## config.mk

```make
export PLATFORM = sky130hd
export DESIGN_NAME = dm_burst_fill_responder
export DESIGN_NICKNAME = d
export VERILOG_FILES = /design/src/rtl/dm_burst_fill_responder.sv
export SDC_FILE = /design/constraint.sdc
export NUM_CORES = 1
export LEC_CHECK = 0
export CORE_ASPECT_RATIO = 0.9
export CORE_MARGIN = 2
export CORE_UTILIZATION = 41
export DETAILED_ROUTE_END_ITERATION = 6
export PLACE_DENSITY = 0.75
export SETUP_SLACK_MARGIN = 0.3
export SYNTH_ARGS = -nofsm -noshare
export SYNTH_HDL_FRONTEND = slang
export SYNTH_SLANG_ARGS = --single-unit
```

## constraint.sdc

```tcl
create_clock -name clk -period 2 [get_ports clk]
set_input_delay 0.5 -clock clk [delete_from_list [all_inputs] [get_ports clk]]
set_output_delay 0.5 -clock clk [all_outputs]
set_load 0.02 [all_outputs]
```

## src/rtl/dm_burst_fill_responder.sv

```systemverilog
`timescale 1ns/1ps
// dm_burst_fill_responder
// Memory-side responder for cache line fills. A single request names the missing (critical) word.
// The block then reads BURST_LEN words from DataMemory one at a time. It starts at the critical
// word and wraps within the aligned block. Each word is handed to the cache over a valid/ready
// fill channel before the next read is issued.
//
// Ports
//   clk, rst              : clock (rising edge), asynchronous active-low reset
//   req_valid/ready/addr  : line-fill request; ready only while idle, requests are never queued
//   mem_rd/addr/rdata     : one-cycle read strobe; rdata is valid MEM_LAT cycles after mem_rd
//   fill_valid/ready      : fill word handshake toward the cache
//   fill_addr/data/last   : current fill word, its address, and end-of-burst marker
//
// Every output is either a flop or a decode of the state register. There is no combinational
// path from an input to an output.
module dm_burst_fill_responder #(
   parameter int unsigned ADDR_W    = 15,
   parameter int unsigned DATA_W    = 32,
   parameter int unsigned BURST_LEN = 4,
   parameter int unsigned MEM_LAT   = 1
) (
   input  logic              clk,
   input  logic              rst,
   input  logic              req_valid,
   output logic              req_ready,
   input  logic [ADDR_W-1:0] req_addr,
   output logic              mem_rd,
   output logic [ADDR_W-1:0] mem_addr,
   input  logic [DATA_W-1:0] mem_rdata,
   output logic              fill_valid,
   input  logic              fill_ready,
   output logic [ADDR_W-1:0] fill_addr,
   output logic [DATA_W-1:0] fill_data,
   output logic              fill_last
);

   localparam int unsigned      OFF_W    = $clog2(BURST_LEN);
   localparam int unsigned      LAT_W    = $clog2(MEM_LAT + 1);
   localparam logic [OFF_W-1:0] LAST_CNT = OFF_W'(BURST_LEN - 1);
   localparam logic [LAT_W-1:0] LAT_INIT = LAT_W'(MEM_LAT);
   localparam logic [LAT_W-1:0] LAT_ONE  = LAT_W'(1);

   typedef enum logic [1:0] {StIdle, StIssue, StWait, StSend} state_e;

   state_e                   state_q, state_d;
   logic [ADDR_W-OFF_W-1:0]  base_q, base_d;
   logic [OFF_W-1:0]         off0_q, off0_d;
   logic [OFF_W-1:0]         cnt_q, cnt_d;
   logic [OFF_W-1:0]         cnt_inc, off_next;
   logic [LAT_W-1:0]         lat_q, lat_d;
   logic [ADDR_W-1:0]        mem_addr_q, mem_addr_d;
   logic [ADDR_W-1:0]        fill_addr_q, fill_addr_d;
   logic [DATA_W-1:0]        fill_data_q, fill_data_d;
   logic                     fill_valid_q, fill_valid_d;
   logic                     fill_last_q, fill_last_d;

   // State register
   always_ff @(posedge clk or negedge rst) begin
      if (!rst) begin
         state_q <= StIdle;
      end else begin
         state_q <= state_d;
      end
   end

   // Next-state logic
   always_comb begin
      state_d = state_q;
      unique case (state_q)
         StIdle:  if (req_valid) state_d = StIssue;
         StIssue: state_d = StWait;
         StWait:  if (lat_q == LAT_ONE) state_d = StSend;
         StSend:  if (fill_ready) state_d = fill_last_q ? StIdle : StIssue;
         default: state_d = StIdle;
      endcase
   end

   // Datapath next-state
   always_comb begin
      base_d       = base_q;
      off0_d       = off0_q;
      cnt_d        = cnt_q;
      lat_d        = lat_q;
      mem_addr_d   = mem_addr_q;
      fill_addr_d  = fill_addr_q;
      fill_data_d  = fill_data_q;
      fill_valid_d = fill_valid_q;
      fill_last_d  = fill_last_q;
      // Offset arithmetic is OFF_W wide, so it wraps inside the block and never carries into base.
      cnt_inc      = cnt_q + OFF_W'(1);
      off_next     = off0_q + cnt_inc;
      unique case (state_q)
         StIdle: begin
            if (req_valid) begin
               base_d     = req_addr[ADDR_W-1:OFF_W];
               off0_d     = req_addr[OFF_W-1:0];
               cnt_d      = '0;
               mem_addr_d = req_addr;
            end
         end
         StIssue: lat_d = LAT_INIT;
         StWait: begin
            lat_d = lat_q - LAT_ONE;
            // The last wait cycle is the one in which mem_rdata is valid.
            if (lat_q == LAT_ONE) begin
               fill_data_d  = mem_rdata;
               fill_addr_d  = mem_addr_q;
               fill_valid_d = 1'b1;
               fill_last_d  = (cnt_q == LAST_CNT);
            end
         end
         StSend: begin
            if (fill_ready) begin
               fill_valid_d = 1'b0;
               fill_last_d  = 1'b0;
               if (!fill_last_q) begin
                  cnt_d      = cnt_inc;
                  // Load the next read address now so it is stable throughout the issue cycle.
                  mem_addr_d = {base_q, off_next};
               end
            end
         end
         default: ;
      endcase
   end

   always_ff @(posedge clk or negedge rst) begin
      if (!rst) begin
         base_q       <= '0;
         off0_q       <= '0;
         cnt_q        <= '0;
         lat_q        <= '0;
         mem_addr_q   <= '0;
         fill_addr_q  <= '0;
         fill_data_q  <= '0;
         fill_valid_q <= 1'b0;
         fill_last_q  <= 1'b0;
      end else begin
         base_q       <= base_d;
         off0_q       <= off0_d;
         cnt_q        <= cnt_d;
         lat_q        <= lat_d;
         mem_addr_q   <= mem_addr_d;
         fill_addr_q  <= fill_addr_d;
         fill_data_q  <= fill_data_d;
         fill_valid_q <= fill_valid_d;
         fill_last_q  <= fill_last_d;
      end
   end

   // Outputs: state decodes and registered values only
   always_comb begin
      req_ready  = (state_q == StIdle);
      mem_rd     = (state_q == StIssue);
      mem_addr   = mem_addr_q;
      fill_valid = fill_valid_q;
      fill_addr  = fill_addr_q;
      fill_data  = fill_data_q;
      fill_last  = fill_last_q;
   end

endmodule

```

**Yosys cells after proc, flatten, opt, wreduce, memory -nomap -nowiden**

Cells that the tools add are included.

- Register bits: 84
- Input port bits: 51

- Add/subtract/negate cells: 3
- Equality and inequality tests: 8
- Mux-type cells: 19
- Reductions and logical operators: 9

Operator list:

| cell | count |
|---|---|
| $mux 15 | 3 |
| $pmux 15 s2 | 1 |
| $mux 2 | 6 |
| $ne 2x2->1 const B | 4 |
| $pmux 2 s4 | 1 |
| $eq 2x2->1 const B | 3 |
| $pmux 1 s2 | 3 |
| $reduce_and 3->1 | 2 |
| $reduce_bool 2->1 | 3 |
| $mux 1 | 4 |
| $pmux 2 s2 | 1 |
| $reduce_and 2->1 | 2 |
| $reduce_and 4->1 | 1 |
| $add 2x1->2 const B | 1 |
| $add 2x2->2 | 1 |
| $eq 2x1->1 const B | 1 |
| $logic_not 2->1 | 1 |
| $sub 1x1->1 const B | 1 |

**Longest topological paths before layout**

- Depth in word-level cells: 5
- Mapped depth: 6

**Worst setup path after synthesis**

Ideal clock, no wire load.

- Path type: register to register
- Start: register state_q[0]
- End: register mem_addr_q[10], in the netlist mem_addr[10]
- Library setup time: 0.125 ns
- Arrival time: 1.835 ns
- Path slack: 0.040 ns
- Stages on the path, launching flop included: 7
- Buffers on the path: 1
- Clock period less this slack: 1.960 ns
- Cells stage by stage: dfrtp_1 > inv_1 > ha_1 > nor2b_1 > a211oi_4 > buf_8 > mux2_4

- Cells in the longest elaborated chain, start to end: 3
- Elaborated cells between the ends (all ways): 8

RTL lines:

| element | line | source |
|---|---|---|
| start: declaration | 46 | `state_e state_q, state_d;` |
| start signal: assignment | 61 | `state_q <= StIdle;` |
| start signal: assignment | 63 | `state_q <= state_d;` |
| $logic_not 2->1 * | - |  |
| named net req_ready | 26 | `output logic req_ready,` |
| $ne 2x2->1 (no line) or $reduce_bool 2->1 (tied branches) | - |  |
| $reduce_and 4->1 (no line) | - |  |
| end signal: assignment | 144 | `mem_addr_q <= mem_addr_d;` |
| end: declaration | 52 | `logic [ADDR_W-1:0] mem_addr_q, mem_addr_d;` |

Mark *: on every way through the listed nets, which the timed path passes. The rest lies on a longest branch.
A chain may end at the register's enable or synchronous reset.

**Final worst setup path**

- Start: register state_q[0]
- End: register mem_addr_q[3], in the netlist mem_addr[3]

- Cells in the longest elaborated chain, start to end: 3
- Elaborated cells between the ends (all ways): 8

RTL lines:

| element | line | source |
|---|---|---|
| $eq 2x2->1 or $logic_not 2->1 (tied branches) | 93 | `unique case (state_q)` |
| $ne 2x2->1 (no line) or $reduce_bool 2->1 (tied branches) | - |  |
| $reduce_and 4->1 (no line) | - |  |

Parallel ways exist; a longest one is shown, timed or not.

==> results.md <==
- RSZ-0062 raised after global routing: yes
- Post-synth top area cell: dfrtp_1
- Die height: just over 90 um
- DP Wirelength: between 5000 and 6000 um
- Global-route wire length before repair: roughly 13,000 um
- Reg2Reg Launch Point: state_q[0]
- Syn_nets: 280
- Fin. max-slew vios: 0
- Worst slew margin: 0.783
- Max Fclk: 0.526 GHz
- Row cnt: 32
- Antenna fix cells: 0
- Pre-antenna DRT Iters: 4
- Least-Margin Pin Slew: around 320 ps
- Total of max-cap violations: 0
- Largest net degree at the start of global routing: 39
- Most common cell after layout, fill and taps aside: dfrtp_1
- Main combinational cell family by area after synthesis: multiplexers
- Inst Count DP: ~460
- Starting Density: 0.416
- IO buf count: approximately 120
- Simple-gate portion of the synthesized area: 0.0220
- Post-synthesis mux area share: 0.320
- Max Buffers Root-to-Sink: 2
- Crit path largest cell delay: 470 ps
- CTS sink count: 84
- Clock transition at the registers of the reported paths: 90 ps
- Fin crit period: 1900 ps
- Crit path max-delay family: buffers and inverters
- Top cells by area, synth: dfrtp_1, mux2_2, mux2_4, ha_1, nor2b_1
- Share of cells above drive strength 1: 0.422
- Startpoint Class: flip-flop
- Fin cells: between 400 and 500
- Final ANT Viol Nets: 0
- Iteration-0 DRC Markers: 33
- # DRC: 0
- Fin crit share: 0.950
- Die width: 102 um
- Peak VDD IR: between 800 and 900 uV
- Syn Inst Count: roughly 220
- Layout fillers: between 700 and 800
- CP startpoint: state_q[0]
- Crit-path cells: buf_12 > ha_4 > a211oi_4 > buf_6 > buf_6 > buf_12 > mux2_4
- Final setup fails: 0
- CP Capture Type: flip-flop
- IO Pins: roughly 120
- Hold WS: between 20 and 25 ps
- Status: completed
- Max FO, Critical Path: 5
- Pre-CTS worst setup slack: -66.8 ps
- Core box area: roughly 8500 um2
- Hold Buf Count CTS: 0
- Final setup margin: around 100 ps
- Final #Nets: between 400 and 500
- CTS tree: yes
- Syn Area/Cell: about 16 um2
- Worst Path Buf+Inv: 4
- Critical Path RT: ~2200 ps
- Root buffer cell: clkbuf_8
- Min-delay worst type: primary input to async pin
- Number of H-tree levels: 3
- Category of the most critical setup path: flip-flop to flip-flop
- Worst EP arrival: around 2100 ps
- Via count: 2,356
- Area delta synth->final: 54.9%
- Avg WL per Cell: 16.3 um
- Pleak: 2.47 nW
- Routability cong.: approximately 0.74
- Final WL: roughly 8000 um
- Vias per inst: ~4.8
- CP max stage cell: dfrtp_2
- TritonCTS Buffers: 9
- Pwr per Cell Area: 1880 nW/um2
- Synthesis Warnings: 0
- GRT Residual Overflow: 0
- XOR/XNOR share of the synthesized area: 0.00673
- Sequential cell area fraction in the yosys report: 0.595
- Area fraction in compound gates after synthesis: 0.0103
- Gr usage total: 0.181
- Synth Register Bits: between 80 and 90
- Reg2Reg Setup Slack: 100 ps
- Initial antenna violation count: 0
- Synth top area share: 0.595
- Number of global-route vias before repair: about 2,700
- Commonest cells after routing, fill and taps aside: dfrtp_1, mux2_2, dlygate4sd2_1
- Unique masters post-synth: 22
- Synth Cell Area: ~3500 um2
- Worst-skew pair later-pin latency: 350 ps
- Die area: around 9400 um2
- Fin. Hold Viols: 0
- Clock skew: a little under 20 ps
- Post-Synth Adder-Cell Area: 0.0248
==> cell families after synthesis <==
logic type	Yosys count
XOR/XNOR	1
multiplexers	98
flip-flops	84
buffers and inverters	14
AND/OR/NAND/NOR	15
AO/OA/AOI/OAI	3
adder cells (fa/ha/maj)	7
==> final timing paths <==
path / to / cells past startpoint
worst max-delay path: mem_addr[3] / 7
worst min-delay path: fill_addr[8] / 1
worst max register to register: mem_addr[3] / 7
worst min register to register: fill_addr[9] / 1
max in group asynchronous: fill_data[10] / 2
min in group clk: fill_addr[9] / 1
==> through the flow <==
step           instance area [um2]  total power [mW]  setup TNS [ps]   util
2_1_floorplan                 3550              6.16               0      -
3_3_place_gp                  4920              8.09            -401  0.579
3_5_place_dp                  4920              8.23            -537  0.579
4_1_cts                       5380              10.1               0  0.634
5_1_grt                       5470              10.9               0  0.645
6_report                      5470              10.3               0  0.645
==> power breakdown <==
part           internal (mW)  total, mW  leakage (nW)  switching (mW)
Clock                  0.903       1.52         0.130           0.615
Combinational           3.23       5.71          1.35            2.48
Sequential              2.59       3.06         0.989           0.477
Total                   6.72       10.3          2.47            3.57
==> what timing repair did <==
| action | 4_1_cts | 5_1_grt |
|---|---|---|
| pin swaps | 4 | 4 |
| gates resized for setup | 97 | 17 |
| setup buffers | 12 | 4 |
| gates cloned | 3 | 0 |
| endpoints found under the setup margin | 84 | 38 |
==> area by class of cell <==
cell class	count	area, um2	area share
clock buffer	11	151	0.0277
multi-input combinational	124	1480	0.270
clock inverter	5	108	0.0197
inverter	5	18.8	0.00343
timing repair buffer	143	1460	0.267
tap	119	149	0.0272
sequential	84	2100	0.385
==> synth_stat cells, drive strengths merged <==
library cell	n
a211oi	1
buf	6
clkbuf	3
dfrtp	84
ha	7
inv	5
mux2	95
mux2i	3
nand2	4
nand2b	1
nor2	3
nor2b	5
nor3	1
o31ai	1
o41ai	1
or3	1
xor3	1
==> state kept, by name, summed over array words and instances (netlist names) <==
name / cells
fill_data: 32
fill_addr: 15
mem_addr: 15
base_q: 13
cnt_q: 2
off0_q: 2
state_q: 2
fill_last: 1
fill_valid: 1
lat_q: 1
==> routing by layer <==
layer | wire (um) | vias to the layer above | GRT usage | part of all wire
met2 | 3920 | 90 | 0.292 | 0.49
li1 | - | 1070 | - | -
met5 | 0 | - | 0 | 0
met1 | 3310 | 1189 | 0.222 | 0.41
met3 | 706 | 7 | 0.0831 | 0.088
met4 | 70 | 0 | 0.0367 | 0.0087
Power figures use the tool's default switching activity.
